**src/rtl/div_pkg.sv**
```systemverilog
// div_pkg: shared types and constants for the div_sequencer slice.
//   state_t   - controller FSM states
//   OP_*      - req_op encodings (bit1 = remainder, bit0 = signed)
//   XLEN_DEF  - default operand width
package div_pkg;
  localparam int XLEN_DEF = 64;

  typedef enum logic [2:0] {IDLE, PREP, RUN, FIX, DONE} state_t;

  localparam logic [1:0] OP_DIVU = 2'b00;
  localparam logic [1:0] OP_DIV  = 2'b01;
  localparam logic [1:0] OP_REMU = 2'b10;
  localparam logic [1:0] OP_REM  = 2'b11;
endpackage

```
**src/rtl/div_sequencer_if.sv**
```systemverilog
// div_sequencer_if: request/response handshake bundle for the divider.
//   req_*  : requester -> divider (valid/ready, op, dividend, divisor)
//   resp_* : divider -> consumer (valid/ready, result, divide-by-zero flag)
//   master : requester/consumer side, slave : divider side
interface div_sequencer_if #(parameter int XLEN = div_pkg::XLEN_DEF);
  logic            req_valid;
  logic            req_ready;
  logic [1:0]      req_op;
  logic [XLEN-1:0] req_a;
  logic [XLEN-1:0] req_b;
  logic            resp_valid;
  logic            resp_ready;
  logic [XLEN-1:0] resp_result;
  logic            resp_dbz;

  modport master (
    output req_valid, req_op, req_a, req_b, resp_ready,
    input  req_ready, resp_valid, resp_result, resp_dbz
  );
  modport slave (
    input  req_valid, req_op, req_a, req_b, resp_ready,
    output req_ready, resp_valid, resp_result, resp_dbz
  );
endinterface

```
**src/rtl/div_sequencer_sub.sv**
```systemverilog
// div_sequencer_sub: W-bit subtractor, diff = a - b (mod 2^W), borrow = (a < b).
//   a, b   : operands
//   diff   : difference
//   borrow : 1 when a < b (unsigned)
module div_sequencer_sub #(parameter int W = div_pkg::XLEN_DEF) (
  input  logic [W-1:0] a,
  input  logic [W-1:0] b,
  output logic [W-1:0] diff,
  output logic         borrow
);
  logic [W:0] full;

  assign full   = {1'b0, a} - {1'b0, b};
  assign diff   = full[W-1:0];
  assign borrow = full[W];
endmodule

```
**src/rtl/div_sequencer.sv**
```systemverilog
// div_sequencer: multi-cycle restoring divider controller (RV64M DIV/DIVU/REM/REMU).
//   clk, rst_n : clock, async active-low reset
//   bus        : div_sequencer_if.slave request/response handshake
//   busy       : high whenever the FSM is not IDLE (pipeline stall)
// One trial subtraction per cycle on a single shared subtractor; XLEN iterations.
// Build option: DIV_SIGNED_EN enables signed ops (magnitude prep, overflow
// short-cut, result negation). Without it req_op[0] is ignored.
module div_sequencer
  import div_pkg::*;
#(
  parameter int XLEN = XLEN_DEF
) (
  input  logic            clk,
  input  logic            rst_n,
  div_sequencer_if.slave  bus,
  output logic            busy
);
  localparam int CW = $clog2(XLEN);
  localparam logic [CW-1:0] LAST = CW'(XLEN - 1);

  state_t          state, state_nx;
  logic [XLEN-1:0] a_r, b_r, r_q, q_q, res_r;
  logic [CW-1:0]   cnt;
  logic            rem_r, dbz_r;
  logic            ovf;

  // Trial subtraction: shift one dividend bit into the partial remainder.
  logic [XLEN-1:0] s, diff;
  logic            borrow, take;

  assign s = {r_q[XLEN-2:0], q_q[XLEN-1]};

  div_sequencer_sub #(.W(XLEN)) u_sub (
    .a      (s),
    .b      (b_r),
    .diff   (diff),
    .borrow (borrow)
  );

  // R[XLEN-1] set means the shifted value is >= 2^XLEN > |b|: always take.
  assign take = r_q[XLEN-1] | ~borrow;

`ifdef DIV_SIGNED_EN
  logic sgn_r, q_neg, r_neg;
  assign ovf = sgn_r && (a_r == {1'b1, {(XLEN-1){1'b0}}}) && (&b_r);
`else
  assign ovf = 1'b0;
`endif

  always_ff @(posedge clk or negedge rst_n) begin
    if (!rst_n) state <= IDLE;
    else        state <= state_nx;
  end

  always_comb begin
    state_nx = state;
    case (state)
      IDLE: if (bus.req_valid)             state_nx = PREP;
      PREP: if (b_r == '0 || ovf)          state_nx = DONE;
            else                           state_nx = RUN;
      RUN:  if (cnt == LAST)               state_nx = FIX;
      FIX:                                 state_nx = DONE;
      DONE: if (bus.resp_ready)            state_nx = IDLE;
      default:                             state_nx = IDLE;
    endcase
  end

  always_ff @(posedge clk or negedge rst_n) begin
    if (!rst_n) begin
      a_r   <= '0;
      b_r   <= '0;
      r_q   <= '0;
      q_q   <= '0;
      res_r <= '0;
      cnt   <= '0;
      rem_r <= 1'b0;
      dbz_r <= 1'b0;
`ifdef DIV_SIGNED_EN
      sgn_r <= 1'b0;
      q_neg <= 1'b0;
      r_neg <= 1'b0;
`endif
    end else begin
      case (state)
        IDLE: if (bus.req_valid) begin
          a_r   <= bus.req_a;
          b_r   <= bus.req_b;
          rem_r <= bus.req_op[1];
`ifdef DIV_SIGNED_EN
          sgn_r <= bus.req_op[0];
`endif
        end
        PREP: begin
          if (b_r == '0) begin
            res_r <= rem_r ? a_r : '1;
            dbz_r <= 1'b1;
          end else if (ovf) begin
            res_r <= rem_r ? '0 : a_r;
            dbz_r <= 1'b0;
          end else begin
            dbz_r <= 1'b0;
            r_q   <= '0;
            cnt   <= '0;
`ifdef DIV_SIGNED_EN
            q_q   <= (sgn_r && a_r[XLEN-1]) ? -a_r : a_r;
            b_r   <= (sgn_r && b_r[XLEN-1]) ? -b_r : b_r;
            q_neg <= sgn_r & (a_r[XLEN-1] ^ b_r[XLEN-1]);
            r_neg <= sgn_r & a_r[XLEN-1];
`else
            q_q   <= a_r;
`endif
          end
        end
        RUN: begin
          r_q <= take ? diff : s;
          q_q <= {q_q[XLEN-2:0], take};
          // Hold on the last iteration so the counter never wraps.
          if (cnt != LAST) cnt <= cnt + 1'b1;
        end
        FIX: begin
`ifdef DIV_SIGNED_EN
          res_r <= rem_r ? (r_neg ? -r_q : r_q) : (q_neg ? -q_q : q_q);
`else
          res_r <= rem_r ? r_q : q_q;
`endif
        end
        default: ;
      endcase
    end
  end

  assign bus.req_ready   = (state == IDLE);
  assign bus.resp_valid  = (state == DONE);
  assign bus.resp_result = res_r;
  assign bus.resp_dbz    = dbz_r;
  assign busy            = (state != IDLE);
endmodule

```
**src/flat_wrapper.sv**
```systemverilog
// flat-port wrapper written by rule: the top's interface ports become plain ports
module div_sequencer_flat import div_pkg::*;
#(
  parameter int XLEN = XLEN_DEF
)
  (clk, rst_n, busy, bus_req_valid, bus_req_op, bus_req_a, bus_req_b, bus_resp_ready, bus_req_ready, bus_resp_valid, bus_resp_result, bus_resp_dbz);
  div_sequencer_if #(.XLEN(XLEN)) bus_i ();
  input  logic clk;
  input  logic rst_n;
  output logic busy;
  input wire logic [$bits(bus_i.req_valid)-1:0] bus_req_valid;
  input wire logic [$bits(bus_i.req_op)-1:0] bus_req_op;
  input wire logic [$bits(bus_i.req_a)-1:0] bus_req_a;
  input wire logic [$bits(bus_i.req_b)-1:0] bus_req_b;
  input wire logic [$bits(bus_i.resp_ready)-1:0] bus_resp_ready;
  output wire logic [$bits(bus_i.req_ready)-1:0] bus_req_ready;
  output wire logic [$bits(bus_i.resp_valid)-1:0] bus_resp_valid;
  output wire logic [$bits(bus_i.resp_result)-1:0] bus_resp_result;
  output wire logic [$bits(bus_i.resp_dbz)-1:0] bus_resp_dbz;
  assign bus_i.req_valid = bus_req_valid;
  assign bus_i.req_op = bus_req_op;
  assign bus_i.req_a = bus_req_a;
  assign bus_i.req_b = bus_req_b;
  assign bus_i.resp_ready = bus_resp_ready;
  assign bus_req_ready = bus_i.req_ready;
  assign bus_resp_valid = bus_i.resp_valid;
  assign bus_resp_result = bus_i.resp_result;
  assign bus_resp_dbz = bus_i.resp_dbz;
  div_sequencer #(.XLEN(XLEN)) u_core (.clk(clk), .rst_n(rst_n), .bus(bus_i), .busy(busy));
endmodule
```
**config.mk**
```make
export PLATFORM = sky130hd
export DESIGN_NAME = div_sequencer_flat
export DESIGN_NICKNAME = d
export VERILOG_FILES = /design/src/rtl/div_pkg.sv /design/src/rtl/div_sequencer_if.sv /design/src/rtl/div_sequencer_sub.sv /design/src/rtl/div_sequencer.sv /design/src/flat_wrapper.sv
export SDC_FILE = /design/constraint.sdc
export NUM_CORES = 1
export LEC_CHECK = 0
export ABC_CLOCK_PERIOD_IN_PS = 2900
export CAP_MARGIN = 10
export CELL_PAD_IN_SITES_DETAIL_PLACEMENT = 1
export CELL_PAD_IN_SITES_GLOBAL_PLACEMENT = 1
export CORE_ASPECT_RATIO = 1.2
export CORE_MARGIN = 4
export CORE_UTILIZATION = 39
export DETAILED_ROUTE_END_ITERATION = 7
export GPL_ROUTABILITY_DRIVEN = 0
export MAX_ROUTING_LAYER = met4
export PLACE_DENSITY_LB_ADDON = 0.1
export SKIP_CTS_REPAIR_TIMING = 1
export SLEW_MARGIN = 20
export SYNTH_ARGS = -nofsm -noshare
export SYNTH_HDL_FRONTEND = slang
export SYNTH_SLANG_ARGS = --single-unit
export TNS_END_PERCENT = 20
```
**constraint.sdc**
```tcl
create_clock -name clk -period 2.9 [get_ports clk]
set_input_delay 0.29 -clock clk [delete_from_list [all_inputs] [get_ports clk]]
set_output_delay 0.29 -clock clk [all_outputs]
set_load 0.02 [all_outputs]
```
Word level (Yosys, flattened, before mapping)
Cells that the tools add are included.
{"block": "word_totals", "register_bits": 331, "inputBits": 134, "output_inout_bits": 68, "wordCells": 53}
{"block": "classes", "addsub": 2, "n_eq_ne": 12, "mux": 18, "bitwise_logic": 2, "reduce_logical": 10}
{"cell": "$mux 64", "n": 6}
{"cell": "$pmux 64 s2", "n": 3}
{"cell": "$sub 64x64->65", "n": 1}
{"cell": "$logic_not 64->1", "n": 1}
{"cell": "$pmux 3 s5", "n": 1}
{"cell": "$mux 3", "n": 4}
{"cell": "$mux 6", "n": 2}
{"cell": "$pmux 6 s2", "n": 1}
{"cell": "$add 6x1->6 const B", "n": 1}
{"cell": "$eq 3x2->1 const B", "n": 2}
{"cell": "$eq 6x6->1 const B", "n": 1}
{"cell": "$ne 2x1->1 const B", "n": 3}
{"cell": "$ne 2x2->1 const B", "n": 3}
{"cell": "$ne 6x6->1 const B", "n": 1}
{"cell": "$reduce_and 2->1", "n": 3}
{"cell": "$reduce_and 3->1", "n": 2}
{"cell": "$reduce_bool 2->1", "n": 2}
{"cell": "$eq 3x1->1 const B", "n": 1}
{"cell": "$eq 3x3->1 const B", "n": 1}
{"cell": "$logic_not 3->1", "n": 1}
{"cell": "$reduce_bool 3->1", "n": 1}
{"cell": "$mux 1", "n": 1}
{"cell": "$not 1->1", "n": 1}
{"cell": "$or 1x1->1", "n": 1}

Logic depth before layout (Yosys ltp)
{"block": "logic_depth", "depth_word": 5, "depth_mapped": 16, "mapped_depth_nobuf": 14}

Hierarchy
From an unflattened synthesis, not the netlist that was laid out.
{"block": "hier_totals", "hier_cells": 1953, "area_unflattened_um2": 19170.9}
{"module": "div_sequencer", "n_inst": 1, "cells_each": 1336, "area_each_um2": 15142.0, "seq_area_each_um2": 8282.9}
{"module": "div_sequencer_sub", "n_inst": 1, "cells_each": 617, "area_each_um2": 4028.9, "seq_area_each_um2": 0.0}

Worst setup path after synthesis
OpenSTA, ideal clock, no wires.
{"block": "synth_timing", "kind": "flip-flop to flip-flop", "from": "register u_core.q_q[63]", "to": "register u_core.r_q[56]", "t_arrival_ps": 2803, "t_required_ps": 2778, "path_slack_ps": -25, "stages_incl_launch_ff": 15, "path_buffers": 0, "period_less_slack_ps": 2925, "cell_sequence": "dfrtp_1 -> inv_1 -> ha_1 -> inv_1 -> fa_1 -> a21oi_1 -> o21ai_1 -> a21oi_1 -> a211oi_1 -> nor3_1 -> inv_1 -> a21o_1 -> or4_1 -> nand4_1 -> a21oi_1"}
{"block": "synth_between", "elab_chain_cells": 5}
{"element": "start: declaration", "line_no": "div_sequencer.sv:22", "rtl": "logic [XLEN-1:0] a_r, b_r, r_q, q_q, res_r;"}
{"element": "start signal: assignment", "line_no": "div_sequencer.sv:110", "rtl": "q_q <= a_r;"}
{"element": "start signal: assignment", "line_no": "div_sequencer.sv:116", "rtl": "q_q <= {q_q[XLEN-2:0], take};"}
{"element": "$sub 64x64->65 (*)", "line_no": "div_sequencer_sub.sv:13", "rtl": "assign full = {1'b0, a} - {1'b0, b};"}
{"element": "$not 1->1", "line_no": "div_sequencer.sv:41", "rtl": "assign take = r_q[XLEN-1] | ~borrow;"}
{"element": "$or 1x1->1", "line_no": "div_sequencer.sv:41"}
{"element": "$mux 64 (*)", "line_no": "div_sequencer.sv:115", "rtl": "r_q <= take ? diff : s;"}
{"element": "$pmux 64 s2 (*)", "line_no": "div_sequencer.sv:84", "rtl": "case (state)"}
{"element": "end signal: assignment", "line_no": "div_sequencer.sv:115"}
{"element": "end: declaration", "line_no": "div_sequencer.sv:22"}
Mark *: on every way between the ends. The rest lies on a longest branch, timed or not.
A chain may end at the register's enable or synchronous reset.

Final worst setup path
{"block": "layout_timing", "from": "register u_core.q_q[63]", "to": "register u_core.r_q[22]"}
The elaborated chain is that of the path after synthesis.

==> run_results.csv <==
group,metric,value,unit
floorplanning,dieArea,50100,um^2
synth,ys_seq_area_frac,0.456,
run,cap_violations,0,
synth,synthDistinctLibCells,67,
floorplanning,initial_core_util,0.395,
run_status,status,"finished with violations",
global_routing,grt_max_degree,80,
worst_setup_path,worstPathCellList,"inv_2, ha_4, inv_2, fa_2, a21oi_2, buf_4, o21ai_2, a21oi_2, a211oi_4, o21ai_2, nand2_2, o31ai_4, buf_6, clkbuf_16, nand2_1, o21ai_0, a22o_1",
timing,worst_slew_pin_slew,802,ps
worst_setup_path,cp-end-kind,"flip-flop",
synth,yosys_warnings,0,
timing,maxSlewHeadroom,0.465,
timing,clock_skew,22.2,ps
run_status,violations,"setup timing",
timing,setup_slack,-159,ps
worst_setup_path,critPathMaxFanout,19,
pwr,totalPowerFinal,31.3,mW
pwr,power_density,1250,nW/um^2
drt,finalWirelength,67500,um
timing,period_needed,3060,ps
global_routing,grt_usage,0.266,
synth,async_reset_ff_frac,1.00,
synth,synth_top_cell_area_share,0.456,
timing,post-route-period-util,1.05,
finish,area_growth,37.5,%
placed_design,port_buffers,200,
finish,nNetsFinal,2753,
clock_tree,cts_sinks,331,
drt,vias,17400,
clock_tree,cts_tree,"done",
worst_setup_path,path_class,"flip-flop to flip-flop",
floorplanning,ioPinCount,202,
floorplanning,placementRows,86,
finish,final_util,0.543,
floorplanning,core_area,45900,um^2
clock_tree,htreeDepth,2,
timing,hold_viol,0,
drt,drtPass1Iterations,7,
pwr,peakVddDrop,0.480,mV
synth,ys_top_cells_by_area,"dfrtp_1 46%, o21ai_0 7.9%, nand2_1 7.8%, ha_1 4.5%, mux2_2 4.2%",
global_routing,grt_pass1_wl,103000,um
timing,fmaxAchievable,327,MHz
hold_path,hp-class,"input port to flip-flop",
synth,synth_cells,2102,
floorplanning,chipWidth,205,um
placed_design,placed_cell_area,23200,um^2
synth,yosys_register_bits,331,
clock_tree,cts_root_buffer,"clkbuf_16",
global_routing,grt-ovfl-total,0,
global_routing,antenna_found_initial,0,
worst_setup_path,cpMaxStageDelayCell,"dfrtp_1",
finish,drive_gt1_frac,0.217,
drt,ant_nets,0,
floorplanning,die_h,244,um
placed_design,place_hpwl,50000,um
drt,post-route-drc-count,0,
clock_tree,clkLatencyLatePin,570,ps
worst_setup_path,cp.arrival,3550,ps
drt,viasPerCell,5.46,
synth,synth_area,18200,um^2
synth,synth_area_per_cell,8.64,um^2
finish,design_area,25000,um^2
worst_setup_path,cp.required,3400,ps
synth,yosysTopAreaCell,"dfrtp_1",
timing,finalSetupViolCount,58,
drt,wl_per_cell,21.1,um
clock_tree,numCtsBuffers,37,
pwr,p_leak,11.2,nW
worst_setup_path,rrSetupSlack,-160,ps
timing,slew_viol_final,0,
worst_setup_path,critPathLaunchType,"flip-flop",
global_routing,grt_pass1_vias,18100,
clock_tree,clock_path_buffers,3,
worst_setup_path,max_stage_delay,400,ps
timing,rsz0062_at_grt,"true",
synth,synth_top_flop_cell,"dfrtp_1",
synth,synthesis.nets,2302,
finish,n_antenna_cell,0,
clock_tree,clkSlewWorstSetupHoldPaths,60,ps
synth,synth_edf_count,0,
drt,drt_first_iter_violations,969,
## kinds of logic after synthesis
| logic type | share of synthesized area |
|---|---|
| adders and majority gates | 0.0459 |
| muxes | 0.0449 |
| AOI/OAI and AO/OA | 0.201 |
| DFF | 0.456 |
| buffers and inverters | 0.0471 |
| and+or+nand+nor | 0.176 |
| xor gates and xnor gates | 0.0285 |
## critical path, delay by kind of cell (launching register included)
family,cells,cell delay (ps)
AO/OA/AOI/OAI,8,1190
adder cells (fa/ha/maj),2,490
flip-flops,1,400
buffers and inverters,5,720
AND/OR/NAND/NOR,2,160
## final cells by class
type	count	area [um^2]
Sequential cell	331	8290
Clock inverter	10	104
Timing Repair Buffer	543	4920
Clock buffer	57	1060
Fill cell	5377	21000
Multi-Input combinational cell	1556	9510
Tap cell	616	771
Inverter	84	315
## stage by stage
step           setup TNS, ps  std cells  hold WS [ps]  worst slack [ps]
5_1_grt               -13170       3197           293              -287
3_3_place_gp          -11760       3117           324              -307
4_1_cts               -22990       3184          -280              -437
6_report               -4080       3197           292              -159
3_5_place_dp          -19210       3117           327              -361
2_1_floorplan          -47.1       2102         -5.59             -25.4
## synthesized netlist by cell type, drive strengths merged, types with 7 or more instances
| library cell | number |
|---|---|
| dfrtp | 331 |
| a22o | 32 |
| nand2b | 11 |
| o22ai | 65 |
| o21a | 12 |
| a21boi | 9 |
| xnor2 | 33 |
| a211oi | 9 |
| nand2 | 380 |
| a22oi | 7 |
| nor3 | 13 |
| xor2 | 26 |
| clkbuf | 108 |
| a21oi | 94 |
| a32oi | 12 |
| a21o | 19 |
| nand4 | 27 |
| nor4 | 20 |
| o21bai | 11 |
| nor2b | 9 |
| inv | 84 |
| buf | 23 |
| mux2 | 67 |
| ha | 65 |
| o211ai | 7 |
| nor2 | 176 |
| nand3 | 85 |
| o21ai | 305 |
| and3 | 7 |
## final timing paths
| path | startpoint | to | cells past startpoint |
|---|---|---|---|
| min | bus_req_b[50] | u_core.b_r[50]$_DFFE_PN0P_ | 3 |
| max reg2reg | u_core.q_q[63]$_DFFE_PN0P_ | u_core.r_q[22]$_DFFE_PN0P_ | 17 |
| min reg2reg | u_core.bus.resp_result[17]$_DFFE_PN0P_ | u_core.bus.resp_result[17]$_DFFE_PN0P_ | 2 |
| max | u_core.q_q[63]$_DFFE_PN0P_ | u_core.r_q[22]$_DFFE_PN0P_ | 17 |
| min in group asynchronous | rst_n | u_core.a_r[19]$_DFFE_PN0P_ | 2 |
| max in group asynchronous | rst_n | u_core.b_r[47]$_DFFE_PN0P_ | 3 |
## registers in the layout, indices dropped and copies added (netlist names)
signal / flops
u_core.b_r: 64
u_core.r_q: 64
u_core.bus.resp_dbz: 1
u_core.rem_r: 1
u_core.a_r: 64
u_core.cnt: 6
u_core.q_q: 64
u_core.state: 3
u_core.bus.resp_result: 64
## layer usage
layer | share of wire | up-vias | wire (um) | track usage
met2 | 0.47 | 380 | 31900 | 0.421
met1 | 0.46 | 8706 | 31000 | 0.363
met4 | 0.028 | 0 | 1910 | 0.0717
li1 | - | 8260 | - | -
met3 | 0.041 | 96 | 2750 | 0.0350
met5 | 0 | - | 0 | -
## cell usage in the layout, fill, tap and decap left out, drive strengths merged, types with 33 or more instances in the layout
cell,instances
a21oi,94
buf,339
clkbuf,61
clkdlybuf4s50,199
dfrtp,331
ha,65
inv,85
mux2,67
nand2,380
nand3,85
nor2,176
o21ai,305
o22ai,65
xnor2,33
## power by group
part           switching [mW]  internal [mW]  total (mW)  leakage, nW
logic                    10.1           8.27        18.4         6.62
registers                1.59           6.70        8.29         4.04
clock network            2.01           2.64        4.65        0.569
Power figures use the tool's default switching activity.
